===== src/rtl/latch_write_ctrl.sv =====
// Write-side sequencer for a transparent-latch bank: registered setup/open/hold of lat_d/lat_en,
// then a one-cycle readback check of lat_q against lat_d.
module latch_write_ctrl #(
  parameter int WIDTH     = 8,
  parameter int SETUP_CYC = 1,
  parameter int OPEN_CYC  = 2,
  parameter int HOLD_CYC  = 1
) (
  input  logic             clk,
  input  logic             rst_n,
  input  logic             wr_valid,
  output logic             wr_ready,
  input  logic [WIDTH-1:0] wr_data,
  output logic [WIDTH-1:0] lat_d,
  output logic             lat_en,
  input  logic [WIDTH-1:0] lat_q,
  output logic             busy,
  output logic             done,
  output logic             err
);

  // state | meaning
  // IDLE  | ready for a write, lat_en low
  // SETUP | lat_d driven, lat_en low (SETUP_CYC cycles)
  // OPEN  | lat_en high (OPEN_CYC cycles)
  // HOLD  | lat_en low, lat_d held (HOLD_CYC cycles)
  // CHECK | done pulse, lat_q compared against lat_d
  localparam logic [2:0] IDLE  = 3'd0;
  localparam logic [2:0] SETUP = 3'd1;
  localparam logic [2:0] OPEN  = 3'd2;
  localparam logic [2:0] HOLD  = 3'd3;
  localparam logic [2:0] CHECK = 3'd4;

  localparam int MAX_SO  = (SETUP_CYC > OPEN_CYC) ? SETUP_CYC : OPEN_CYC;
  localparam int MAX_CYC = (MAX_SO > HOLD_CYC) ? MAX_SO : HOLD_CYC;
  localparam int CW      = $clog2(MAX_CYC + 1);

  localparam logic [CW-1:0] SETUP_LD = CW'(SETUP_CYC - 1);
  localparam logic [CW-1:0] OPEN_LD  = CW'(OPEN_CYC - 1);
  localparam logic [CW-1:0] HOLD_LD  = CW'(HOLD_CYC - 1);

  logic [2:0]    state;
  logic [CW-1:0] cnt;

  always_ff @(posedge clk or negedge rst_n) begin
    if (!rst_n) begin
      state  <= IDLE;
      cnt    <= '0;
      lat_en <= 1'b0;
      lat_d  <= '0;
    end else begin
      case (state)
        IDLE: begin
          if (wr_valid) begin
            lat_d <= wr_data;
            cnt   <= SETUP_LD;
            state <= SETUP;
          end
        end
        SETUP: begin
          if (cnt == '0) begin
            lat_en <= 1'b1;
            cnt    <= OPEN_LD;
            state  <= OPEN;
          end else begin
            cnt <= cnt - 1'b1;
          end
        end
        OPEN: begin
          if (cnt == '0) begin
            lat_en <= 1'b0;
            cnt    <= HOLD_LD;
            state  <= HOLD;
          end else begin
            cnt <= cnt - 1'b1;
          end
        end
        HOLD: begin
          if (cnt == '0) state <= CHECK;
          else           cnt   <= cnt - 1'b1;
        end
        CHECK: state <= IDLE;
        default: begin
          state  <= IDLE;
          lat_en <= 1'b0;
        end
      endcase
    end
  end

  // Status decodes straight from state so reset clears them asynchronously.
  assign wr_ready = (state == IDLE);
  assign busy     = (state != IDLE);
  assign done     = (state == CHECK);
  assign err      = done && (lat_q != lat_d);

endmodule


===== config.mk =====
export PLATFORM = sky130hd
export DESIGN_NAME = latch_write_ctrl
export DESIGN_NICKNAME = d
export VERILOG_FILES = /design/src/rtl/latch_write_ctrl.sv
export SDC_FILE = /design/constraint.sdc
export NUM_CORES = 1
export LEC_CHECK = 0
export ABC_AREA = 1
export CORE_UTILIZATION = 44
export CTS_CLUSTER_SIZE = 28
export DETAILED_ROUTE_END_ITERATION = 8
export PLACE_DENSITY = 0.87
export SYNTH_ARGS = -nofsm -noshare
export SYNTH_HDL_FRONTEND = slang
export SYNTH_SLANG_ARGS = --single-unit

===== constraint.sdc =====
create_clock -name clk -period 1.65 [get_ports clk]
set_input_delay 0.495 -clock clk [delete_from_list [all_inputs] [get_ports clk]]
set_output_delay 0.495 -clock clk [all_outputs]
set_load 0.02 [all_outputs]

==> summary.txt <==
Run status
  • Status: complete, but fails checks
  • Failing checks: negative setup slack

Clock network
  • Max clock buf depth: 2
  • Root Buffer: clkbuf_4
  • CTS clk-pin slew, worst paths: 0.08 ns
  • Clk sinks: 14
  • Clk_lat worst skew: about 0.27 ns
  • CTS tree: built
  • H-tree levels: 1
  • Number of buffers created by CTS: 3

Worst setup path
  • Reg-to-Reg End: cnt[0]
  • CP max FO: 2
  • R2R Setup Slk: between 0.2 and 0.3 ns
  • Worst path arrival time: between 1 and 1.5 ns
  • Worst reg-to-reg path cell count: 9
  • Critical path type: input port to output port
  • Startpoint Class: input port
  • Worst EP required: 1.15 ns
  • Worst reg2reg path startpoint: cnt[0]
  • CP Capture Type: output port

Die
  • Core ar.: between 1500 and 2000 um^2
  • Die Width: 47.5 um
  • Die area: 2260 um^2
  • DIE HEIGHT: 47.5 um
  • Starting Density: 0.464
  • I/O Pins: 32
  • Placement row count: 16

Flow run
  • Max cap viols: 0

Logic synthesis
  • Unique masters post-synth: 15
  • Syn nets: between 150 and 200
  • Sequential fraction of the synthesis area: 0.385
  • Post-Syn Area per Cell: 6.70 um^2
  • Flops & latches, synth: 14
  • Ys Warns: 0
  • Mapped Area: 911 um^2
  • Synth Instances: between 100 and 150

GRT
  • Antenna violations before repair: 0
  • Largest net degree at the start of global routing: 15
  • Vias in the first global route: 853
  • First-pass GRT wire length: 3430 um
  • Total GRT Usage: 0.221
  • Remaining global-route overflow: 0

STA
  • RSZ-0062 raised after global routing: yes
  • Worst-margin pin slew: 0.213 ns
  • Slew HR: 0.858
  • Endpoints failing hold: 0
  • Min Hold Slack: 0.492 ns
  • Worst Skew: 0.00148 ns
  • Setup WS post-layout: -0.179 ns
  • Fmax: 547 MHz
  • Slew Viols, Final: 0
  • Post-route clock period utilization: 1.11
  • Finish-stage setup viols: 2
  • Crit path time final: 1.83 ns
  • TNS Setup: -0.227 ns

Route
  • Drt initial violations: 16
  • Via/cell ratio: ~4.5
  • Via count: 970
  • # DRC: 0
  • DRT Wirelength: around 2300 um
  • Routed wire per std cell: 10.8 um
  • Post-detailed-route count of antenna-violating nets: 0
  • DR pass1 iterations: 4

Layout
  • Most frequent cells in the layout: nand2_1 (50), inv_1 (24), buf_4 (18), dfrtp_1 (14)
  • Sequential cell area: 350 um^2
  • Fill cells: 170
  • # diodes: 0
  • Final Cell Area: 1390 um^2
  • Most common cell after layout, fill and taps aside: nand2_1
  • Multi-input logic area: between 400 and 500 um^2
  • Area Growth Syn to Fin: 52.7%
  • Nets@finish: 211
  • Share of cells above drive strength 1: 0.246

Place
  • Buffers added on ports: 31
  • Placer Congestion: 0.858
  • DP Worst Slack: -0.859 ns
  • Cell Area, Placed: 1380 um^2
  • DP HPWL: around 1800 um

Min path
  • Min-delay worst type: flip-flop to flip-flop
  • Hold Crit Endpoint: lat_en
  • Hold Startpoint: lat_en
  • Hold depth: 2

Power
  • Leak: ~0.8 nW
  • VDD IR max: 0.944 mV
  • Overall Power: 0.00244 W
  • PD cells: 1750 nW/um^2
registers in the layout, indices dropped and copies added (netlist names):
| name | cells |
|---|---|
| state | 3 |
| lat_d | 8 |
| cnt | 2 |
| lat_en | 1 |
critical path: stages:
cell and delay [ns]:
dlygate4sd2_1 0.22, inv_1 0.05, nand2_1 0.05, nand2_1 0.05
nor2_1 0.10, nand2_1 0.07, nor2_1 0.12, nor2_2 0.06
buf_6 0.12
worst max path at each step:
stage,from,end
CTS,lat_q[5],err
finish,lat_q[6],err
detailed placement,lat_q[3],err
global route,lat_d[4],err
floorplan,state[1],err
global placement,lat_q[3],err
cell families after synthesis:
kind of cell | synth area share
compound gates | 0.0632
simple gates | 0.387
buf+inv | 0.124
fa+ha+maj | 0.0412
flops | 0.385
per-layer routing:
metal | GRT usage | share of wire
met5 | 0 | 0
met4 | 0.0857 | 0.0026
met3 | 0.0415 | 0.060
met2 | 0.411 | 0.51
met1 | 0.247 | 0.43
report_power, final:
group / internal [W] / switching, W / total [W]
clock: 0.0000845 / 0.000105 / 0.000189
combinational: 0.000693 / 0.000916 / 0.00161
sequential: 0.000507 / 0.000134 / 0.000641
total: 0.00128 / 0.00116 / 0.00244
synth_stat cells, drive strengths merged:
master / instances / area [um^2]
nor3: 1 / 5.00
nor2: 22 / 97.6
ha: 3 / 37.5
inv: 27 / 101
buf: 1 / 11.3
nand3: 9 / 45.0
nand2: 51 / 199
dfrtp: 14 / 350
nand4: 1 / 6.26
a21oi: 6 / 52.6
o21ai: 1 / 5.00
metrics by stage:
step | util | instances
3_3_place_gp | 0.704 | 210
2_1_floorplan | - | 136
4_1_cts | 0.704 | 214
3_5_place_dp | 0.704 | 210
6_report | 0.709 | 214
5_1_grt | 0.709 | 214
final cells by class:
cell class	count	share of cell area
sequential	14	0.252
clock buffer	3	0.0162
inverter	27	0.0728
tap	27	0.0243
timing repair buffer	49	0.300
multi-input combinational	94	0.335
repair_timing:
item,in CTS,in global routing
pin swaps,5,7
buffers inserted,1,0
setup endpoints to repair,13,5
hold buffers,0,0
gates resized for setup,37,13
Note: power is estimated with default switching activity, not from simulation.
